==> config.mk <==
export PLATFORM = sky130hd
export DESIGN_NAME = seg7_capture
export DESIGN_NICKNAME = d
export VERILOG_FILES = /design/src/rtl/seg7_capture.sv
export SDC_FILE = /design/constraint.sdc
export NUM_CORES = 1
export LEC_CHECK = 0
export CAP_MARGIN = 40
export CELL_PAD_IN_SITES_DETAIL_PLACEMENT = 0
export CELL_PAD_IN_SITES_GLOBAL_PLACEMENT = 1
export CORE_ASPECT_RATIO = 1.2
export CORE_MARGIN = 4
export CORE_UTILIZATION = 42
export DETAILED_ROUTE_END_ITERATION = 12
export PLACE_DENSITY_LB_ADDON = 0.1
export SYNTH_ARGS = -nofsm -noshare
export SYNTH_HDL_FRONTEND = slang
export SYNTH_SLANG_ARGS = --single-unit
==> constraint.sdc <==
create_clock -name clk -period 3.31 [get_ports clk]
set_clock_uncertainty 0.2 [all_clocks]
set_input_delay 0.993 -clock clk [delete_from_list [all_inputs] [get_ports clk]]
set_output_delay 0.993 -clock clk [all_outputs]
set_load 0.01 [all_outputs]
==> src/rtl/seg7_capture.sv <==
// Seven-segment capture: samples a multiplexed 4-digit display bus, waits for a
// pattern to be stable for STABLE samples, decodes it and assembles a 16-bit value.
module seg7_capture #(
  parameter int unsigned STABLE = 4
) (
  input  logic        clk,
  input  logic        rst_n,
  input  logic [6:0]  seg,
  input  logic [3:0]  dig_en,
  output logic [15:0] value,
  output logic [3:0]  valid,
  output logic        upd,
  output logic [1:0]  upd_digit,
  output logic        err,
  output logic        frame_done
);

  localparam int unsigned CW = $clog2(STABLE + 1);

  typedef enum logic [1:0] {IDLE, TRACK, ACCEPT, HOLD} state_e;

  state_e         state_q, state_d;
  logic [CW-1:0]  cnt_q, cnt_d;
  logic [6:0]     s_seg_q;
  logic [3:0]     s_dig_q;
  logic [15:0]    value_q, value_d;
  logic [3:0]     valid_q, valid_d;
  logic           upd_q, upd_d;
  logic [1:0]     upd_digit_q, upd_digit_d;
  logic           err_q, err_d;
  logic           frame_done_q, frame_done_d;

  logic           elig, same;
  logic [3:0]     nib;
  logic           dec_ok;
  logic [1:0]     idx;

  // The sample being captured this edge is judged against the one already held,
  // so the first stable sample counts at the same edge it is registered.
  assign elig = (dig_en != 4'd0) && ((dig_en & (dig_en - 4'd1)) == 4'd0) && (seg != 7'd0);
  assign same = ({seg, dig_en} == {s_seg_q, s_dig_q});

  always_ff @(posedge clk or negedge rst_n) begin
    if (!rst_n) begin
      state_q <= IDLE;
      cnt_q   <= '0;
      s_seg_q <= '0;
      s_dig_q <= '0;
    end else begin
      state_q <= state_d;
      cnt_q   <= cnt_d;
      s_seg_q <= seg;
      s_dig_q <= dig_en;
    end
  end

  always_comb begin
    state_d = state_q;
    cnt_d   = cnt_q;
    case (state_q)
      IDLE: begin
        if (elig) begin
          state_d = TRACK;
          cnt_d   = CW'(1);
        end else begin
          cnt_d = '0;
        end
      end
      TRACK: begin
        if (!elig) begin
          state_d = IDLE;
          cnt_d   = '0;
        end else begin
          if (!same)                   cnt_d = CW'(1);
          else if (cnt_q != CW'(STABLE)) cnt_d = cnt_q + CW'(1);
          if (cnt_d == CW'(STABLE)) state_d = ACCEPT;
        end
      end
      ACCEPT: state_d = HOLD;
      HOLD: begin
        if (!same) begin
          if (elig) begin
            state_d = TRACK;
            cnt_d   = CW'(1);
          end else begin
            state_d = IDLE;
            cnt_d   = '0;
          end
        end
      end
      default: begin
        state_d = IDLE;
        cnt_d   = '0;
      end
    endcase
  end

  always_comb begin
    nib    = '0;
    dec_ok = 1'b1;
    case (s_seg_q)
      7'h7E: nib = 4'h0;
      7'h30: nib = 4'h1;
      7'h6D: nib = 4'h2;
      7'h79: nib = 4'h3;
      7'h33: nib = 4'h4;
      7'h5B: nib = 4'h5;
      7'h5F: nib = 4'h6;
      7'h70: nib = 4'h7;
      7'h7F: nib = 4'h8;
      7'h7B: nib = 4'h9;
      7'h77: nib = 4'hA;
      7'h1F: nib = 4'hB;
      7'h4E: nib = 4'hC;
      7'h3D: nib = 4'hD;
      7'h4F: nib = 4'hE;
      7'h47: nib = 4'hF;
      default: dec_ok = 1'b0;
    endcase
    case (s_dig_q)
      4'b0010: idx = 2'd1;
      4'b0100: idx = 2'd2;
      4'b1000: idx = 2'd3;
      default: idx = 2'd0;
    endcase
  end

  // All-ones valid lives exactly one cycle: that cycle produces frame_done and
  // clears valid; acceptances are spaced too far apart to collide with it.
  always_comb begin
    value_d      = value_q;
    valid_d      = (&valid_q) ? '0 : valid_q;
    upd_d        = 1'b0;
    upd_digit_d  = upd_digit_q;
    err_d        = 1'b0;
    frame_done_d = &valid_q;
    if (state_q == ACCEPT) begin
      if (dec_ok) begin
        value_d[{idx, 2'b00} +: 4] = nib;
        valid_d[idx]               = 1'b1;
        upd_d                      = 1'b1;
        upd_digit_d                = idx;
      end else begin
        err_d = 1'b1;
      end
    end
  end

  always_ff @(posedge clk or negedge rst_n) begin
    if (!rst_n) begin
      value_q      <= '0;
      valid_q      <= '0;
      upd_q        <= 1'b0;
      upd_digit_q  <= '0;
      err_q        <= 1'b0;
      frame_done_q <= 1'b0;
    end else begin
      value_q      <= value_d;
      valid_q      <= valid_d;
      upd_q        <= upd_d;
      upd_digit_q  <= upd_digit_d;
      err_q        <= err_d;
      frame_done_q <= frame_done_d;
    end
  end

  assign value      = value_q;
  assign valid      = valid_q;
  assign upd        = upd_q;
  assign upd_digit  = upd_digit_q;
  assign err        = err_q;
  assign frame_done = frame_done_q;

endmodule

After elaboration in Yosys (flattened, before gate mapping) --
Cells that the tools add are included. W data, S select, Z words.
Operators by class: add/sub/neg operators 3, mux-type cells 27, eq/ne operators 28, shifts and indexed selects 2, order comparisons 2, bitwise operators 2, reductions and logical operators 13
Operators with widths (number):
- $eq A7 B7 Y1 const B | 12
- $pmux W4 S15 | 1
- $eq A7 B6 Y1 const B | 3
- $mux W3 | 6
- $bwmux W16 | 1
- $reduce_or A16 Y1 | 1
- $shift A4 B6 Y16 const A | 1
- $shiftx A4 B6 Y16 | 1
- $mux W4 | 3
- $eq A11 B11 Y1 | 1
- $pmux W3 S3 | 1
- $mux W1 | 8
- $mux W2 | 4
- $pmux W2 S4 | 1
- $eq A7 B5 Y1 const B | 1
- $reduce_bool A7 Y1 | 1
- $ne A3 B3 Y1 const B | 2
- $neg A4 Y6 | 1
- $pmux W2 S3 | 1
- $and A4 B4 Y4 | 1
- $eq A2 B2 Y1 const B | 2
- $eq A4 B2 Y1 const B | 1
- $eq A4 B3 Y1 const B | 1
- $eq A4 B4 Y1 const B | 1
- other kinds (17) | 21
Storage, ports and cells: word-level logic and storage cells 87, output and inout port bits 25, input port bits 13, bits in registers 41

Longest topological paths before layout --
Gate-level depths: netlist (run 1).
depth after elaboration 11, gate-level depth with buffers 8, depth with buffers taken out 8

Worst setup path after synthesis (run 1) --
No wires, ideal clock.
path type reg2reg, start reg s_dig_q[3], end reg value_q[0] (netlist: value[0]), required time 3.020 ns, arrival time 2.124 ns, buffers on the path 0, period minus slack after synthesis 2.414 ns, slack 0.896 ns, stages on the path, launching flop included 8, library setup time 0.090 ns, cells stage by stage dfrtp_1 -> xnor2_1 -> nor3_1 -> inv_1 -> ha_1 -> nor4b_1 -> o21ai_0 -> o211ai_1
On the way: cells in the longest elaborated chain, start to end 5, elaborated cells on any way between the ends 8, those cells by class 1 x add/sub; 3 x eq/ne; 2 x shift; 2 x mux
RTL lines:
- start, declared | line 25 | logic [3:0] s_dig_q;
- start signal, assigned | line 53 | s_dig_q <= dig_en;
- $eq A4 B4 Y1, or another cell as far along | line 120 | case (s_dig_q)
- $pmux W2 S3 * | line 120
- named net idx[1] | line 36 | logic [1:0] idx;
- $neg A4 Y6 * | line 139 | value_d[{idx, 2'b00} +: 4] = nib;
- $shiftx A4 B6 Y16 / $shift A4 B6 Y16 (equally long branches) | line 139
- $bwmux W16 * | line 139
- end signal, assigned | line 158 | value_q <= value_d;
- end, declared | line 26 | logic [15:0] value_q, value_d;
The timed path passes the listed nets; every way through them passes the cells marked *. A chain may end at the register's enable or synchronous reset.

Worst setup path after layout (run 1) --
start in dig_en[3], end reg cnt_q[1]
On the way: cells in the longest elaborated chain, start to end 7, elaborated cells on any way between the ends 14, those cells by class 1 x add/sub; 2 x eq/ne; 5 x mux; 1 x bitwise; 5 x reduce/logical
RTL lines:
- start, declared | line 9 | input logic [3:0] dig_en,
- $sub A4 B1 Y4 | line 40 | assign elig = (dig_en != 4'd0) && ((dig_en & (dig_en - 4'd1)) == 4'd0) && (seg != 7'd0);
- $and A4 B4 Y4 | line 40
- $logic_not A4 Y1 | line 40
- $logic_and A1 B1 Y1 (2 in a row) | line 40
- $mux W3 | line 70 | if (!elig) begin
- $pmux W3 S3 | line 60 | case (state_q)
- end signal, assigned | line 51 | cnt_q <= cnt_d;
- end, declared | line 23 | logic [CW-1:0] cnt_q, cnt_d;
Several ways; a longest one is shown, not always the timed one. The select of a mux whose other input is x is not followed.

==> tab_implementation.tex, run 1 <==
\begin{tabular}{lr}
\hline
Metric & Value \\
\hline
\multicolumn{2}{l}{\textbf{Detailed routing}} \\
\quad Aggregate routed wire length & 5.50 mm \\
\quad DR vias & 2,001 \\
\quad Via density per instance & 5.85 \\
\quad First-pass iteration count of the detailed router & 5 \\
\quad Remaining antenna violation count after routing & 0 \\
\quad Post-route DRC violation count & 0 \\
\quad Avg WL per Cell & 16.1 µm \\
\quad First DRT Iteration DRCs & 106 \\
\multicolumn{2}{l}{\textbf{Yosys}} \\
\quad Count of cell types in the netlist & 54 \\
\quad Portion of the post-synthesis area used by sequential elements & 42.1\% \\
\quad Total of flip-flops plus latches after synthesis & 41 \\
\quad Count of flip-flops with a built-in enable after synthesis & 0 \\
\quad Synth Cell Area & 2440 µm² \\
\quad Most common flop cell mapped by yosys & sky130\_fd\_sc\_hd\_\_dfrtp\_1 \\
\quad Average size of a mapped cell & 10.2 µm² \\
\quad Cells after synthesis & 238 \\
\quad Async set-or-reset flop fraction in the synthesized netlist & 100\% \\
\quad Net count after synthesis & 260 \\
\quad Count of synthesis-stage warnings from yosys & 0 \\
\multicolumn{2}{l}{\textbf{Floorplan}} \\
\quad Die span in x & 77.5 µm \\
\quad Effective utilization at floorplan & 43.3\% \\
\quad Die ar. & 7090 µm² \\
\quad Height of the die & 91.5 µm \\
\quad Number of placement rows & 30 \\
\quad Number of primary I/O pins & 38 \\
\quad Core Area & 5630 µm² \\
\multicolumn{2}{l}{\textbf{Worst setup path}} \\
\quad Origin of the worst setup path & dig\_en[3] \\
\quad Endpoint of the most critical register-to-register path & valid[1] \\
\quad Critical path required time & 3.33 ns \\
\quad Register-to-Register Setup Slack & 0.81 ns \\
\quad Element type at the critical path end & register \\
\quad Startpoint Class & input pin \\
\quad Maximum fanout along the worst path & 7 \\
\quad R2R depth & 6 \\
\quad Arrival time of the worst setup path & 2.85 ns \\
\quad FF-to-FF Start & s\_seg\_q[0] \\
\quad Category of the critical setup timing path & in -> reg \\
\multicolumn{2}{l}{\textbf{CTS}} \\
\quad CTS Buffer Depth & 2 \\
\quad Setup fix buffers added after clock tree synthesis & 0 \\
\quad Htree depth & 2 \\
\quad TritonCTS Buffers & 5 \\
\quad Master cell of the clock root buffer & sky130\_fd\_sc\_hd\_\_clkbuf\_8 \\
\quad PostCTS Resize Cnt & 0 \\
\quad CTS clk-pin slew, worst paths & 0.08 ns \\
\quad Clock tree from TritonCTS & done \\
\quad Total clock sinks & 41 \\
\quad Hold-fix buffers at CTS & 0 \\
\quad Clock latency on the worst-skew pair & 0.30 ns \\
\multicolumn{2}{l}{\textbf{Timing}} \\
\quad Final Cycle Share & 85.6\% \\
\quad Final Hold Violating Endpoints & 0 \\
\quad Final-layout setup total negative slack & 0 ns \\
\quad Post-layout minimum cycle time & 2.83 ns \\
\quad Unrepaired setup endpoints after global routing & false \\
\quad Setup-violating endpoint count in the final report & 0 \\
\quad Maximum operating frequency & 353 MHz \\
\quad Tightest hold margin & 0.302 ns \\
\quad Max Transition Viols Final & 0 \\
\quad Worst-case setup margin in the final layout & 0.478 ns \\
\quad Worst rel slew slack & 52.0\% \\
\quad Worst slew pin tran & 0.714 ns \\
\multicolumn{2}{l}{\textbf{GRT}} \\
\quad Met3 Usage GRT & 3.17\% \\
\quad Met1 usage in global routing & 21.5\% \\
\quad Vias in the first global route & 1,931 \\
\quad Initial antenna violation count & 0 \\
\quad Met2 demand-to-capacity share in global routing & 27.6\% \\
\quad Wire length of the first global-routing pass & 9.57 mm \\
\quad Global-route usage over all layers & 16.8\% \\
\quad Grt ovf & 0 \\
\quad Pin count of the biggest net entering global routing & 38 \\
\quad Busiest layer in global routing & met2 \\
\multicolumn{2}{l}{\textbf{Final layout}} \\
\quad Most frequent standard cell in the layout excluding fill and tap cells & sky130\_fd\_sc\_hd\_\_dfrtp\_1 \\
\quad End-of-flow core utilization & 53.1\% \\
\quad Growth of design area from synthesis to finish & 22.7\% \\
\quad Diodes inserted & 0 \\
\quad Post-layout net count & 299 \\
\quad Share of post-route cells with drive strength above 1 & 7.55\% \\
\quad Footprint of the multi-input gates & 1280 µm² \\
\quad Most frequent cells in the layout & 41 x sky130\_fd\_sc\_hd\_\_dfrtp\_1, 36 x sky130\_fd\_sc\_hd\_\_clkdlybuf4s50\_1, 15 x sky130\_fd\_sc\_hd\_\_inv\_1 \\
\quad Number of inserted filler cells in the final layout & 524 \\
\quad Area of all sequential standard cells & 1030 µm² \\
\multicolumn{2}{l}{\textbf{Placement}} \\
\quad Last weighted congestion value of the routability-driven placer & 0.819 \\
\quad Count of input and output buffers & 37 \\
\quad Minimum setup slack after placement & 0.192 ns \\
\quad DP Wirelength & 4.06 mm \\
\multicolumn{2}{l}{\textbf{Min path}} \\
\quad Hold/Removal Path Class & in -> async \\
\multicolumn{2}{l}{\textbf{Power}} \\
\quad Worst ir drop on vdd & 0.299 mV \\
\quad Total power of the final layout & 1.07 mW \\
\quad Static leakage & 1.26 nW \\
\quad Power density over cell area & 358 nW/µm² \\
\multicolumn{2}{l}{\textbf{Flow run}} \\
\quad Max-capacitance violation count & 0 \\
\multicolumn{2}{l}{\textbf{Status}} \\
\quad Result of the run & complete, no violations \\
\hline
\end{tabular}
routing by layer:
layer	part of all wire, %	up-vias
li1	-	982
met1	45	958
met2	49	54
met3	4.7	7
met5	0	-
met4	1.6	0
power by group:
| part | total, mW | internal (mW) | leakage (nW) | switching, mW |
|---|---|---|---|---|
| logic | 0.121 | 0.0529 | 0.693 | 0.0684 |
| registers | 0.536 | 0.510 | 0.513 | 0.0251 |
| clock network | 0.415 | 0.246 | 0.0585 | 0.169 |
| total | 1.07 | 0.809 | 1.26 | 0.263 |
final cells by class:
class | instances | area share [%]
clock inverter | 1 | 1.00
inverter | 15 | 1.88
tap | 64 | 2.68
clock buffer | 7 | 2.89
multi-input combinational | 170 | 42.8
sequential | 41 | 34.3
timing repair buffer | 44 | 14.4
critical path: stages:
cell and delay (ns):
sky130_fd_sc_hd__clkdlybuf4s50_1 0.57, sky130_fd_sc_hd__xor2_1 0.16, sky130_fd_sc_hd__a211oi_1 0.09, sky130_fd_sc_hd__nor3_1 0.61
sky130_fd_sc_hd__nand4b_1 0.23, sky130_fd_sc_hd__o22ai_1 0.20
cells in the mapped netlist (5+ instances only):
| library cell | instances | area share (%) |
|---|---|---|
| sky130_fd_sc_hd__nor4_1 | 6 | 1.5 |
| sky130_fd_sc_hd__nor3_1 | 7 | 1.4 |
| sky130_fd_sc_hd__ha_1 | 9 | 4.6 |
| sky130_fd_sc_hd__a32o_1 | 5 | 2.1 |
| sky130_fd_sc_hd__buf_2 | 5 | 1.0 |
| sky130_fd_sc_hd__o21ai_0 | 8 | 1.6 |
| sky130_fd_sc_hd__nand2b_1 | 5 | 1.3 |
| sky130_fd_sc_hd__dfrtp_1 | 41 | 42 |
| sky130_fd_sc_hd__inv_1 | 15 | 2.3 |
| sky130_fd_sc_hd__o211ai_1 | 7 | 2.2 |
| sky130_fd_sc_hd__xor2_1 | 13 | 4.7 |
| sky130_fd_sc_hd__and3_1 | 5 | 1.3 |
| sky130_fd_sc_hd__a221o_1 | 12 | 4.9 |
| sky130_fd_sc_hd__nand4_1 | 7 | 1.8 |
| sky130_fd_sc_hd__nor2_1 | 6 | 0.92 |
| sky130_fd_sc_hd__a21boi_0 | 13 | 4.0 |
| sky130_fd_sc_hd__nand2_1 | 12 | 1.8 |
state kept, by name (all words and copies together), names as in the netlist, named ones only:
signal / cells
state_q: 1
upd: 1
s_dig_q: 4
err: 1
valid: 4
frame_done: 1
cnt_q: 3
s_seg_q: 7
value: 16
upd_digit: 2
logic make-up (layout without fill, tap and decap cells):
family                   Yosys count  in the layout  share of synthesized area, %
multiplexers                       1              1                         0.411
XOR/XNOR                          16             16                          5.75
AO/OA/AOI/OAI                     71             71                          23.5
AND/OR/NAND/NOR                   73             73                          18.3
flip-flops                        41             41                          42.1
adder cells (fa/ha/maj)            9              9                          4.62
buffers and inverters             27             67                          5.34
metrics by stage:
| step | std cells | area (µm²) |
|---|---|---|
| 2_1_floorplan | 238 | 2440 |
| 3_3_place_gp | 333 | 2850 |
| 3_5_place_dp | 334 | 2870 |
| 4_1_cts | 342 | 2990 |
| 5_1_grt | 342 | 2990 |
| 6_report | 342 | 2990 |
worst max path at each step:
stage | cells past startpoint | end
4_1_cts | 6 | cnt_q[1]
5_1_grt | 6 | cnt_q[0]
2_1_floorplan | 7 | value[0]
3_5_place_dp | 6 | cnt_q[1]
6_report | 6 | cnt_q[1]
3_3_place_gp | 6 | cnt_q[0]
Power figures use the tool's default switching activity.
==> run 2, diff against run 1 <==
Settings changed: ABC_CLOCK_PERIOD_IN_PS set to 3310.
==> results of run 2 <==
The final DEF is identical to that of run 1; final timing and power are the same.
==> run 3, diff against run 2 <==
Settings changed: SKIP_CTS_REPAIR_TIMING set to 1.
==> results of run 3 <==
The final DEF is identical to that of run 1; final timing and power are the same.
